<file path="config.mk">
export PLATFORM = sky130hd
export DESIGN_NAME = eff_ctrl_flat
export DESIGN_NICKNAME = d
export VERILOG_FILES = /design/src/rtl/eff_ctrl_if.sv /design/src/rtl/eff_ctrl.sv /design/src/flat_wrapper.sv
export SDC_FILE = /design/constraint.sdc
export NUM_CORES = 1
export LEC_CHECK = 0
export CAP_MARGIN = 20
export CORE_ASPECT_RATIO = 1.5
export CORE_MARGIN = 2
export CORE_UTILIZATION = 60
export CTS_CLUSTER_SIZE = 16
export DETAILED_ROUTE_END_ITERATION = 10
export PLACE_DENSITY_LB_ADDON = 0.25
export SETUP_SLACK_MARGIN = 0.05
export SLEW_MARGIN = 20
export SYNTH_ARGS = -nofsm -noshare
export SYNTH_HDL_FRONTEND = slang
export SYNTH_SLANG_ARGS = --single-unit
</file>
<file path="constraint.sdc">
create_clock -name clk -period 2.8 [get_ports clk]
set_input_delay 0.7 -clock clk [delete_from_list [all_inputs] [get_ports clk]]
set_output_delay 0.7 -clock clk [all_outputs]
set_load 0.02 [all_outputs]
</file>
<file path="src/rtl/eff_ctrl_if.sv">
// Footswitch / sample-strobe inputs and enable / mute outputs of the effect enable controller.
// The controller takes the slave side; the board or bench takes the master side.
interface eff_ctrl_if #(
    parameter int NUM_EFF = 4
);
    logic [NUM_EFF-1:0] btn_i;
    logic               vld_i;
    logic [NUM_EFF-1:0] en_o;
    logic               mute_o;
    logic               busy_o;

    modport master (
        output btn_i,
        output vld_i,
        input  en_o,
        input  mute_o,
        input  busy_o
    );

    modport slave (
        input  btn_i,
        input  vld_i,
        output en_o,
        output mute_o,
        output busy_o
    );
endinterface

</file>
<file path="src/rtl/eff_ctrl.sv">
// Footswitch enable controller: sync + debounce per switch, toggles en_o only inside a vld_i-aligned mute window.
// Press to mute_o is DEBOUNCE_CYCLES+3 clocks; no backpressure, the window simply waits for vld_i pulses.
module eff_ctrl #(
    parameter int NUM_EFF         = 4,
    parameter int DEBOUNCE_CYCLES = 1000000,
    parameter int MUTE_SAMPLES    = 4
) (
    input  logic      clk,
    input  logic      rst_n,
    eff_ctrl_if.slave bus
);
    localparam int DW = $clog2(DEBOUNCE_CYCLES + 1);
    localparam int SW = $clog2(MUTE_SAMPLES + 1);
    localparam logic [DW-1:0] DB_LAST = DW'(DEBOUNCE_CYCLES);
    localparam logic [SW-1:0] MS_LAST = SW'(MUTE_SAMPLES - 1);

    typedef enum logic [1:0] {
        IDLE   = 2'd0,
        MUTE   = 2'd1,
        SWITCH = 2'd2,
        UNMUTE = 2'd3
    } state_t;

    logic [NUM_EFF-1:0] sync1;
    logic [NUM_EFF-1:0] sync2;
    logic [NUM_EFF-1:0] db_lvl;
    logic [DW-1:0]      db_cnt [NUM_EFF];
    logic [NUM_EFF-1:0] press;
    logic [NUM_EFF-1:0] pending;
    logic [NUM_EFF-1:0] applied;

    state_t             state;
    state_t             state_nx;
    logic [SW-1:0]      scnt;
    logic [SW-1:0]      scnt_nx;
    logic [NUM_EFF-1:0] en;
    logic [NUM_EFF-1:0] en_nx;
    logic               mute;
    logic               busy;

    always_ff @(posedge clk or negedge rst_n) begin
        if (!rst_n) begin
            sync1 <= '0;
            sync2 <= '0;
        end else begin
            sync1 <= bus.btn_i;
            sync2 <= sync1;
        end
    end

    // A level is accepted after it has differed from the debounced value for DEBOUNCE_CYCLES+1 cycles.
    always_ff @(posedge clk or negedge rst_n) begin
        if (!rst_n) begin
            db_lvl <= '0;
            for (int i = 0; i < NUM_EFF; i++) begin
                db_cnt[i] <= '0;
            end
        end else begin
            for (int i = 0; i < NUM_EFF; i++) begin
                if (sync2[i] == db_lvl[i]) begin
                    db_cnt[i] <= '0;
                end else if (db_cnt[i] == DB_LAST) begin
                    db_lvl[i] <= sync2[i];
                    db_cnt[i] <= '0;
                end else begin
                    db_cnt[i] <= db_cnt[i] + 1'b1;
                end
            end
        end
    end

    always_comb begin
        press = '0;
        for (int i = 0; i < NUM_EFF; i++) begin
            press[i] = sync2[i] & ~db_lvl[i] & (db_cnt[i] == DB_LAST);
        end
    end

    assign applied = (state == SWITCH) ? pending : '0;

    // XOR lets a second press cancel an unapplied request, and re-arms a bit applied in the same cycle.
    always_ff @(posedge clk or negedge rst_n) begin
        if (!rst_n) begin
            pending <= '0;
        end else begin
            pending <= (pending & ~applied) ^ press;
        end
    end

    always_comb begin
        state_nx = state;
        scnt_nx  = scnt;
        en_nx    = en;
        case (state)
            IDLE: begin
                scnt_nx = '0;
                if (|pending) begin
                    state_nx = MUTE;
                end
            end
            MUTE: begin
                if (bus.vld_i) begin
                    if (scnt == MS_LAST) begin
                        scnt_nx  = '0;
                        state_nx = SWITCH;
                    end else begin
                        scnt_nx = scnt + 1'b1;
                    end
                end
            end
            SWITCH: begin
                en_nx    = en ^ pending;
                scnt_nx  = '0;
                state_nx = UNMUTE;
            end
            UNMUTE: begin
                if (bus.vld_i) begin
                    if (scnt == MS_LAST) begin
                        scnt_nx  = '0;
                        state_nx = IDLE;
                    end else begin
                        scnt_nx = scnt + 1'b1;
                    end
                end
            end
            default: begin
                scnt_nx  = '0;
                state_nx = IDLE;
            end
        endcase
    end

    always_ff @(posedge clk or negedge rst_n) begin
        if (!rst_n) begin
            state <= IDLE;
            scnt  <= '0;
            en    <= '0;
            mute  <= 1'b0;
            busy  <= 1'b0;
        end else begin
            state <= state_nx;
            scnt  <= scnt_nx;
            en    <= en_nx;
            mute  <= (state_nx != IDLE);
            busy  <= (state_nx != IDLE);
        end
    end

    assign bus.en_o   = en;
    assign bus.mute_o = mute;
    assign bus.busy_o = busy;
endmodule

</file>
<file path="src/flat_wrapper.sv">
// flat-port wrapper written by rule: the top's interface ports become plain ports
module eff_ctrl_flat 
#(
    parameter int NUM_EFF         = 4,
    parameter int DEBOUNCE_CYCLES = 1000000,
    parameter int MUTE_SAMPLES    = 4
)
  (clk, rst_n, bus_btn_i, bus_vld_i, bus_en_o, bus_mute_o, bus_busy_o);
  eff_ctrl_if #(.NUM_EFF(NUM_EFF)) bus_i ();
  input  logic clk;
  input  logic rst_n;
  input wire logic [$bits(bus_i.btn_i)-1:0] bus_btn_i;
  input wire logic [$bits(bus_i.vld_i)-1:0] bus_vld_i;
  output wire logic [$bits(bus_i.en_o)-1:0] bus_en_o;
  output wire logic [$bits(bus_i.mute_o)-1:0] bus_mute_o;
  output wire logic [$bits(bus_i.busy_o)-1:0] bus_busy_o;
  assign bus_i.btn_i = bus_btn_i;
  assign bus_i.vld_i = bus_vld_i;
  assign bus_en_o = bus_i.en_o;
  assign bus_mute_o = bus_i.mute_o;
  assign bus_busy_o = bus_i.busy_o;
  eff_ctrl #(.NUM_EFF(NUM_EFF), .DEBOUNCE_CYCLES(DEBOUNCE_CYCLES), .MUTE_SAMPLES(MUTE_SAMPLES)) u_core (.clk(clk), .rst_n(rst_n), .bus(bus_i));
endmodule
</file>
==> results.md <==
* Outcome: completed
* RSZ-0062 raised after global routing: false
* CTS buffer count at 9
* Syn_nets at 535
* Critical Path AT at 2.48 ns
* Synth Area in Compound Gates at 0.0630
* CTS resizes at 0
* Critical Path Max Stage Delay at 0.58 ns
* Crit start category: flip-flop
* CP Capture Type: flip-flop
* Synthesis-to-layout area growth at 11.4%
* Seq/Total Area, Yosys at 0.516
* Initial antenna violation count at 0
* Clock slew at reported path FFs at 0.07 ns
* Layout Nets at 546
* Maximum vdd drop at 0.377 mV
* Power Density at 582 nW/um^2
* All-layer global routing usage at 0.216
* Seq pwr share at 0.493
* EDFF count, synth at 0
* IO Pins at 13
* Final period demand of the worst path at 2.26 ns
* Max Cap Violations at 0
* P_sw at 719 uW
* Final hold viol count at 0
* GRT overflow at 0
* Placer Congestion at 0.826
* First-pass GRT wire length at 16.4 mm
* CTS tree: yes
* Total Wirelength at 9.28 mm
* Pleak at 2.40 nW
* Die Y-Extent at 117 um
* Final ANT Viol Nets at 0
* Comb power frac at 0.070
* Mux cell area share after synthesis at 0.0107
* Worst slew margin at 0.584
* Die width at 79.6 um
* Initial Utilization at 0.615
* Vias per cell at 5.85
* CTS max path bufs at 2
* Worst Hold Class: reg -> reg
* DP HPWL at 6.17 mm
* Post-Synth Simple-Gate Area at 0.248
* Die footprint at 9340 sq um
* Internal at 2.61 mW
* Residual DRC at 0
* Post-CTS Setup Repair Bufs at 0
* Layout cell share with drive strength beyond 1 at 0.0678
* Maximum fanout along the worst path at 13
* Antenna diodes at 0
* DRT iter0 DRCs at 234
* Clock network latency to the later pin of the worst-skew pair at 0.34 ns
* FP Rows at 41
* Post-CTS Hold Buffers at 0
* Multi-input logic area at 2310 sq um
* Worst path cell trace: or4_1 > or4_4 > o21bai_2 > buf_12 > a21oi_1
* Root Buffer: clkbuf_16
* Tot Pwr at 3.33 mW
* Register area at 2650 sq um
* Syn_area_per_cell at 9.98 sq um
* Synth Area in XOR/XNOR at 0.0954
* Largest net degree at the start of global routing at 64
* Worst Path Required at 3.02 ns
* CTS HTree Levels at 3
* Final setup fails at 0
* Worst hold slack at 0.344 ns
* Core Area at 8360 sq um
* DR vias at 3734
* Synth cell types at 42
* Final period util at 0.808
* Clock Sinks at 106
* Yosys reg bits at 106
* Slowest CP cell: or4_4
* Main synth FF type: dfrtp_1
* Clk pwr share at 0.438
* Drt pass-1 iters at 4
* Setup TNS Final at 0 ns
* Fraction of registers with async set/reset at 1.00
* IO Port Bufs at 12
* Net Sw Frac at 0.216
* Max Slew Vio Count at 0
* Post-Syn Instances at 515
* Post-synth design cell area at 5140 sq um
* Largest family of logic cells by synthesized area: simple AND/OR/NAND/NOR gates
* Clock Skew at 0.00582 ns
* Worst-margin pin slew at 0.624 ns
* Critical path class: reg -> reg
* Warnings from Yosys at 0
* Post-Synth Adder-Cell Area at 0.0316
* # fillers at 617
* Routed wire length per instance at 14.5 um
* Number of global-route vias before repair at 3805
* Max Clk Rate at 0.442 GHz
-- metrics by stage --
step           area [sq um]  instances  setup WS, ns   util
3_5_place_dp           5370        622         0.538  0.643
6_report               5730        638         0.538  0.685
5_1_grt                5730        638         0.407  0.685
2_1_floorplan          5140        515         0.754      -
4_1_cts                5730        638         0.531  0.685
3_3_place_gp           5370        622         0.578  0.643
-- layer usage --
layer  track usage  part of all wire  vias up
met5             0                 0        -
li1              -                 -     1821
met1         0.263              0.42     1829
met4         0.107             0.026        0
met3        0.0254             0.026       22
met2         0.371              0.52       62
-- critical path, delay by kind of cell (launching register included) --
kind	cells	cell delay (ns)
buffers and inverters	1	0.19
flip-flops	1	0.43
AND/OR/NAND/NOR	2	1.11
AO/OA/AOI/OAI	2	0.41
-- placed cells by master (no fill, tap or decap), types with 4 or more instances in the layout --
cell type / netlist / final
nand3_1: 32 / 32
o21ai_0: 18 / 18
and4_1: 8 / 8
nor3_1: 9 / 9
dfrtp_1: 106 / 106
mux2_2: 4 / 4
or4_1: 9 / 9
xor2_1: 31 / 31
ha_1: 13 / 13
clkdlybuf4s50_1: 0 / 11
xnor2_1: 25 / 25
o31ai_1: 6 / 5
nor4_1: 7 / 7
or2_2: 4 / 4
nand2_1: 30 / 30
nor4b_1: 4 / 4
inv_1: 27 / 27
nor2_1: 60 / 60
nand4_1: 22 / 22
a21oi_1: 26 / 26
and3_1: 11 / 11
or3_1: 18 / 18
nor2b_1: 5 / 5
clkbuf_16: 0 / 9
-- final timing paths --
path	from	endpoint	slack [ns]	depth (start not counted)
setup reg to reg	u_core.db_cnt[31]$_DFF_PN0_	u_core.db_cnt[36]$_DFF_PN0_	0.54	5
setup / recovery	u_core.db_cnt[31]$_DFF_PN0_	u_core.db_cnt[36]$_DFF_PN0_	0.54	5
min in group asynchronous	rst_n	u_core.db_cnt[56]$_DFF_PN0_	0.35	1
hold / removal	u_core.sync1[2]$_DFF_PN0_	u_core.sync2[2]$_DFF_PN0_	0.34	0
hold reg to reg	u_core.sync1[2]$_DFF_PN0_	u_core.sync2[2]$_DFF_PN0_	0.34	0
max in group asynchronous	rst_n	u_core.db_cnt[74]$_DFF_PN0_	1.74	2
-- sequential cells by signal (all words and copies together) (netlist names) --
name,flops
u_core.sync1,4
u_core.state,2
u_core.db_cnt,80
u_core.bus.en_o,4
u_core.bus.mute_o,1
u_core.pending,4
u_core.scnt,3
u_core.db_lvl,4
u_core.sync2,4
-- cells in the mapped netlist (all sizes together), types with 5 or more instances --
cell | instances | area [sq um]
dfrtp | 106 | 2650
and3 | 11 | 68.8
a21oi | 26 | 130
and4 | 8 | 70.1
clkbuf | 13 | 48.8
nor2b | 5 | 31.3
xnor2 | 25 | 219
ha | 13 | 163
o21ai | 18 | 90.1
xor2 | 31 | 272
inv | 27 | 101
nor3 | 10 | 55.1
or3 | 18 | 113
nand3 | 32 | 160
nor2 | 60 | 225
nand4 | 23 | 150
o31ai | 6 | 45.0
nand2 | 30 | 113
nor4 | 7 | 43.8
or4 | 11 | 90.1
-- cell families (layout without fill, tap and decap cells) --
kind of cell	Yosys count	count (layout)
AOI/OAI and AO/OA	57	57
xor gates and xnor gates	56	56
buffers and inverters	43	59
and+or+nand+nor	235	235
muxes	5	5
DFF	106	106
adders and majority gates	13	13
-- final cells by class --
cell class / count / share of cell area
Clock buffer: 12 / 0.0448
Clock inverter: 4 / 0.0170
Inverter: 27 / 0.0177
Timing Repair Buffer: 16 / 0.0301
Tap cell: 107 / 0.0234
Multi-Input combinational cell: 366 / 0.404
Sequential cell: 106 / 0.463
-- power groups by stage --
stage	registers (mW)	logic, mW	clock network [mW]
detailed placement	1.67	0.237	0
global placement	1.66	0.225	0
floorplan	1.66	0.145	0
global route	1.65	0.268	1.55
finish	1.64	0.232	1.46
CTS	1.64	0.239	1.49
(Power assumes the default switching activity.)
